$ cat config.mk
export PLATFORM = sky130hd
export DESIGN_NAME = nlm_fold_acc
export DESIGN_NICKNAME = d
export VERILOG_FILES = /design/src/rtl/nlm_pkg.sv /design/src/rtl/nlm_lane_tree.sv /design/src/rtl/nlm_fold_acc.sv
export SDC_FILE = /design/constraint.sdc
export NUM_CORES = 2
export LEC_CHECK = 0
export ABC_CLOCK_PERIOD_IN_PS = 22900
export CORE_ASPECT_RATIO = 0.5
export CORE_MARGIN = 4
export CORE_UTILIZATION = 44
export CTS_CLUSTER_DIAMETER = 80
export DETAILED_ROUTE_END_ITERATION = 6
export SLEW_MARGIN = 10
export SYNTH_ARGS = -nofsm -noshare
export SYNTH_HDL_FRONTEND = slang
export SYNTH_SLANG_ARGS = --single-unit
$ cat constraint.sdc
create_clock -name clk -period 22.9 [get_ports clk]
set_input_delay 2.29 -clock clk [delete_from_list [all_inputs] [get_ports clk]]
set_output_delay 2.29 -clock clk [all_outputs]
set_load 0.02 [all_outputs]
$ cat src/rtl/nlm_pkg.sv
// Shared sizing helpers and FSM state encoding for the NLM fold accumulator.
package nlm_pkg;

   localparam int WEIGHT_WIDTH_DEF = 8;

   typedef enum logic [1:0] {
      S_IDLE = 2'd0,
      S_ACC  = 2'd1,
      S_CTR  = 2'd2,
      S_OUT  = 2'd3
   } state_t;

   function automatic int calc_win(input int srh);
      return ((srh + 1) / 2) * ((srh + 1) / 2);
   endfunction

   function automatic int calc_wsw(input int ww, input int win);
      return ww + $clog2(win);
   endfunction

   function automatic int calc_psw(input int wsw, input int dw);
      return wsw + dw;
   endfunction

   function automatic int calc_beats(input int win, input int lanes);
      return (win + lanes - 1) / lanes;
   endfunction

   function automatic int calc_cw(input int n);
      return (n > 1) ? $clog2(n) : 1;
   endfunction

endpackage

$ cat src/rtl/nlm_lane_tree.sv
// One beat: masked weight sum, weight*pixel sum, max weight and center capture.
module nlm_lane_tree
   import nlm_pkg::*;
#(
   parameter int LANES        = 7,
   parameter int DATA_WIDTH   = 12,
   parameter int WEIGHT_WIDTH = 8,
   parameter int WIN          = 49,
   parameter int WSW          = 14,
   parameter int PSW          = 26,
   parameter int CENTER_MODE  = 0,
   parameter int CENTER       = 24,
   parameter int BCW          = 3
) (
   input  logic [BCW-1:0]                beat,
   input  logic [LANES*WEIGHT_WIDTH-1:0] weight,
   input  logic [LANES*DATA_WIDTH-1:0]   pix,
   output logic [WSW-1:0]                wsum,
   output logic [PSW-1:0]                psum,
   output logic [WEIGHT_WIDTH-1:0]       wmax,
   output logic                          center_hit,
   output logic [DATA_WIDTH-1:0]         center_pix
);

   int p;

   always_comb begin
      wsum       = '0;
      psum       = '0;
      wmax       = '0;
      center_hit = 1'b0;
      center_pix = '0;
      p          = 0;
      for (int l = 0; l < LANES; l++) begin
         p = int'(beat) * LANES + l;
         // positions past the end of the window only exist on the final beat
         if (p < WIN) begin
            if (CENTER_MODE != 0 && p == CENTER) begin
               center_hit = 1'b1;
               center_pix = pix[l*DATA_WIDTH +: DATA_WIDTH];
            end else begin
               wsum = wsum + WSW'(weight[l*WEIGHT_WIDTH +: WEIGHT_WIDTH]);
               psum = psum + PSW'(weight[l*WEIGHT_WIDTH +: WEIGHT_WIDTH])
                           * PSW'(pix[l*DATA_WIDTH +: DATA_WIDTH]);
               if (weight[l*WEIGHT_WIDTH +: WEIGHT_WIDTH] > wmax)
                  wmax = weight[l*WEIGHT_WIDTH +: WEIGHT_WIDTH];
            end
         end
      end
   end

endmodule

$ cat src/rtl/nlm_fold_acc.sv
// Folds one NLM search window, LANES positions per beat, into weight and pixel sums.
//   state  | meaning
//   S_IDLE | waiting for beat 0 of a window
//   S_ACC  | accumulating beats 1..BEATS-1
//   S_CTR  | adding max non-center weight for the center position (CENTER_MODE=1)
//   S_OUT  | result held until out_ready_i
module nlm_fold_acc
   import nlm_pkg::*;
#(
   parameter int SRH_LENGTH   = 13,
   parameter int DATA_WIDTH   = 12,
   parameter int WEIGHT_WIDTH = WEIGHT_WIDTH_DEF,
   parameter int LANES        = 7,
   parameter int CENTER_MODE  = 0,
   localparam int WIN    = calc_win(SRH_LENGTH),
   localparam int WSW    = calc_wsw(WEIGHT_WIDTH, WIN),
   localparam int PSW    = calc_psw(WSW, DATA_WIDTH),
   localparam int BEATS  = calc_beats(WIN, LANES),
   localparam int CENTER = (WIN - 1) / 2,
   localparam int BCW    = calc_cw(BEATS)
) (
   input  logic                          clk,
   input  logic                          rst_n,
   input  logic                          clr_i,
   input  logic                          in_valid_i,
   output logic                          in_ready_o,
   input  logic [LANES*WEIGHT_WIDTH-1:0] weight_i,
   input  logic [LANES*DATA_WIDTH-1:0]   pix_i,
   output logic                          out_valid_o,
   input  logic                          out_ready_i,
   output logic [WSW-1:0]                weight_sum_o,
   output logic [PSW-1:0]                pix_sum_o
);

   state_t                  state, state_n;
   logic [BCW-1:0]          beat_cnt;
   logic [WSW-1:0]          acc_w, beat_w;
   logic [PSW-1:0]          acc_p, beat_p;
   logic [WEIGHT_WIDTH-1:0] max_w, beat_max;
   logic [DATA_WIDTH-1:0]   cpix, beat_cpix;
   logic                    beat_chit;
   logic                    accept, last_beat;

   assign in_ready_o   = (state == S_IDLE) || (state == S_ACC);
   assign out_valid_o  = (state == S_OUT);
   assign accept       = in_valid_i && in_ready_o;
   assign last_beat    = (beat_cnt == BCW'(BEATS - 1));
   assign weight_sum_o = acc_w;
   assign pix_sum_o    = acc_p;

   nlm_lane_tree #(
      .LANES(LANES), .DATA_WIDTH(DATA_WIDTH), .WEIGHT_WIDTH(WEIGHT_WIDTH),
      .WIN(WIN), .WSW(WSW), .PSW(PSW), .CENTER_MODE(CENTER_MODE),
      .CENTER(CENTER), .BCW(BCW)
   ) u_tree (
      .beat(beat_cnt), .weight(weight_i), .pix(pix_i),
      .wsum(beat_w), .psum(beat_p), .wmax(beat_max),
      .center_hit(beat_chit), .center_pix(beat_cpix)
   );

   always_ff @(posedge clk or negedge rst_n) begin
      if (!rst_n) state <= S_IDLE;
      else        state <= state_n;
   end

   always_comb begin
      state_n = state;
      case (state)
         S_IDLE, S_ACC: begin
            if (accept && last_beat)
               state_n = (CENTER_MODE != 0) ? S_CTR : S_OUT;
            else if (accept)
               state_n = S_ACC;
         end
         S_CTR:   state_n = S_OUT;
         S_OUT:   if (out_ready_i) state_n = S_IDLE;
         default: state_n = S_IDLE;
      endcase
      if (clr_i) state_n = S_IDLE;
   end

   always_ff @(posedge clk or negedge rst_n) begin
      if (!rst_n) begin
         beat_cnt <= '0;
         acc_w    <= '0;
         acc_p    <= '0;
         max_w    <= '0;
         cpix     <= '0;
      end else if (clr_i) begin
         beat_cnt <= '0;
         acc_w    <= '0;
         acc_p    <= '0;
         max_w    <= '0;
      end else if (accept) begin
         beat_cnt <= last_beat ? '0 : beat_cnt + BCW'(1);
         // the first beat overwrites, which clears anything left from the previous window
         if (state == S_IDLE) begin
            acc_w <= beat_w;
            acc_p <= beat_p;
            max_w <= beat_max;
         end else begin
            acc_w <= acc_w + beat_w;
            acc_p <= acc_p + beat_p;
            if (beat_max > max_w) max_w <= beat_max;
         end
         if (beat_chit) cpix <= beat_cpix;
      end else if (state == S_CTR) begin
         acc_w <= acc_w + WSW'(max_w);
         acc_p <= acc_p + PSW'(max_w) * PSW'(cpix);
      end
   end

endmodule
==> results.txt <==
The routed via count divided by cell count was 5.49; the initial antenna violation count was 0. Counting every instance in the synthesized netlist gives 4558. Once detail routing completed, the nets flagged for antenna violations numbered 0. Start point of the worst min-delay path: pix_sum_o[8]$_DFFE_PN0P_. At the pin with the least slew margin, the transition time is 1.19 ns.

The post-synthesis net count came out at 5718. From bottom edge to top edge, the die measures 213 µm. The critical path data arrival time was 25.74 ns; the share of cells above drive strength 1 was 20.2%. Counting flops and latches in the post-synthesis netlist gives 53. The checks that failed: setup timing. The total CTS buffers was 5. The run gives 82500 µm² as the standard cell core area. The smallest setup slack after layout came out at -2.65 ns. By startpoint and endpoint, the worst setup path is classified as in -> reg. For the initial DRC count, the log shows 2306. The worst hold path terminates at pix_sum_o[8]$_DFFE_PN0P_. The run finished, with violations left.

Row generation in the floorplan step produced 74 rows. The deepest clock path buffer count came out at 2. After detailed routing, the total wire length is 124000 µm.

Setup repair after global routing could not meet its margin everywhere. The minimum clock period after layout was 25.55 ns; the cell depth of the worst flop-to-flop path was 93. The slowest cell on the critical path was fa_1. The first global-routing pass estimated 198000 µm of wire.

The tools report the type of origin of the critical path as an input port. The area growth from synthesis to layout is 26.4%. Clock-pin slew on the worst setup and hold paths: 0.08 ns. The origin of the critical flop-to-flop path is beat_cnt[0]$_DFFE_PN0P_.

Across the routed clock network, the largest skew measured is 0.00864 ns. Total global routing track utilization: 27.9%. Yosys attributes the largest share of cell area to fa_1, ha_1, inv_1. Number of flops mapped to enable cells by yosys: 0. The placed instance area is 44500 µm², and the summed negative setup slack over all endpoints is -37.89 ns. The largest total area in the synthesized netlist belongs to fa_1. The final global-route overflow total was 0. Setup violations remaining at the end of the flow were counted as 20. The logs give 0 for the detailed-route DRC error count and 0 for the count of warnings emitted by yosys. At the worst endpoint, the required time is 23.10 ns. The count of distinct cell types in the synthesized netlist is 95.

The per-cell routed wire length was 19.5 µm; the CTS H-tree depth was 2. The logs give 36700 for the number of global-route vias before repair and 0 for the final-report max-slew violation count. STA classifies the critical path endpoint as a register.

The instance count along the most critical hold path was 1. The final-stage net count was 6404. For this run, the leading register cell type out of synthesis is dfrtp_1. The run gives 7574 as the count of filler cells inserted in the layout. Derived from the worst setup path, the maximum achievable clock frequency is 39.1 MHz. The die area was 89100 µm². After legalization and detailed placement, the total HPWL measured 104000 µm. The hold-fix buffer count after cts came out at 0. Cells fill 56.7% of the core in the end.

Dividing the synthesized area by the synthesized cell count gives 8.12 µm². The most numerous cell type found on the critical path is fa_1. For the CTS sink count, the log shows 53. The tool flagged a number of max-cap violations equal to 0. Proportion of netlist area held by the largest area contributor: 29.3%. The portion of the post-synthesis area used by sequential elements was 3.58%. Once layout is done, the placed cells without fillers occupy 46800 µm². At the end of routability-driven placement, the weighted congestion stood at 0.950. The number of vias in the routed layout is 34800, and the headroom to the max-slew limit is 19.1%.

The slack of the worst reg-to-reg path was -0.71 ns. At the placement stage, the worst setup path has a slack of -4.01 ns. The run gives 187 as the count of pins on the block boundary. The number of I/O port buffers came out at 186. In this run the clock root is driven by a clkbuf_16. The largest incremental delay on the critical path is 0.59 ns. The endpoint of the worst register-to-register path was pix_sum_o[24]$_DFFE_PN0P_.

Along the worst path, the maximum fanout reaches 6. The tools report the final number of hold-violating endpoints as 0. The clock network latency to the later pin of the worst-skew pair was 0.30 ns; the initial core utilization was 44.9%. Entering global routing, the biggest net connects 54 pins. TritonCTS built the clock tree. The final critical path takes up 112% of the cycle. In the synthesized netlist the async set-or-reset flop fraction comes to 100%.

The first-pass iteration count of the detailed router came out at 6. The tightest min-delay check is of the reg -> reg type. Chip width: 418 µm. The tools report the cell area after synthesis as 37000 µm².
[worst max-delay path, delay by kind of cell]
| kind | cells | cell delay, ns |
|---|---|---|
| muxes | 3 | 0.87 |
| and+or+nand+nor | 7 | 0.70 |
| xor gates and xnor gates | 6 | 1.00 |
| adders and majority gates | 36 | 16.08 |
| AOI/OAI and AO/OA | 16 | 2.94 |
| buffers and inverters | 19 | 1.79 |
[sequential cells by signal (all words and copies together), names as in the netlist]
register / count
max_w: 8
weight_sum_o: 14
beat_cnt: 3
state: 2
pix_sum_o: 26
[cells by family after synthesis]
group | synth area share, %
flops | 3.58
other cells | 0.0101
mux | 3.21
compound gates | 15.7
fa+ha+maj | 45.3
xor+xnor | 4.03
buf+inv | 9.70
simple gates | 18.4
[layout by cell type, fill, tap and decap left out, types with 21 or more instances in the layout]
cell / instances
a211oi_1: 30
a21o_1: 96
o22ai_1: 22
inv_1: 792
fa_1: 535
inv_2: 28
dfrtp_1: 53
xor2_1: 53
nand2_1: 483
o21a_1: 57
mux2_4: 22
o21ai_1: 24
clkdlybuf4s50_1: 169
buf_4: 604
and2_1: 383
o21ai_0: 138
nor2_1: 206
ha_4: 53
a21oi_2: 23
ha_1: 420
a21oi_1: 172
mux2_2: 60
o21ai_2: 21
nor3_1: 46
o211ai_1: 28
o21bai_1: 26
nand3_1: 56
xnor2_1: 84
nor2b_1: 30
[worst max-delay path by stage]
stage / from / to / slack, ns / cells after the start
after floorplan: weight_i[3] / pix_sum_o[22]$_DFFE_PN0P_ / -1.46 / 92
after global placement: weight_i[4] / pix_sum_o[25]$_DFFE_PN0P_ / -3.83 / 92
after detailed placement: pix_i[1] / pix_sum_o[25]$_DFFE_PN0P_ / -4.01 / 97
after CTS: weight_i[2] / pix_sum_o[22]$_DFFE_PN0P_ / -2.50 / 97
after global routing: weight_i[2] / pix_sum_o[24]$_DFFE_PN0P_ / -3.35 / 87
final: weight_i[2] / pix_sum_o[24]$_DFFE_PN0P_ / -2.65 / 87
[stage by stage]
step | std cells | hold slack, ns
2_1_floorplan | 4558 | 0.478
3_3_place_gp | 6261 | 0.538
3_5_place_dp | 6261 | 0.533
4_1_cts | 6326 | 0.555
5_1_grt | 6347 | 0.574
6_report | 6348 | 0.552
[area by class of cell]
class                   count  area [µm²]  share of cell area [%]
inverters                 822        3090                    6.61
flip-flops and latches     53        1330                    2.84
well taps                1102        1380                    2.95
multi-input cells        3558       34200                    73.2
diodes                      1        2.50                 0.00535
clock buffers               7         143                   0.305
clock inverters             1        30.0                  0.0642
repair buffers            804        6550                    14.0
[cell usage after synthesis, drive strengths merged (61+ instances only)]
cell,n
a21o,96
inv,822
mux2,82
xor2,61
ha,474
a21oi,213
o21ai,188
nor2,228
xnor2,106
clkbuf,100
and2,395
nand2,500
fa,541
[repair_timing]
action / CTS / global route
pin swaps: 174 / 115
gates resized for setup: 227 / 139
setup buffers: 58 / 23
setup endpoints to repair: 22 / 22
[layer usage]
layer  GRT usage, %  share of wire, %  up-vias  wire length, µm
met2           48.7                48      905            59600
met4           7.64               3.0        0             3710
met3           2.42               4.9      151             6080
met1           37.3                44    17500            54400
li1               -                 -    16300                -
met5              0                 0        -                0
Power is not shown: default switching activity piles up to over one toggle a cycle in this logic, so the estimate is an artifact.
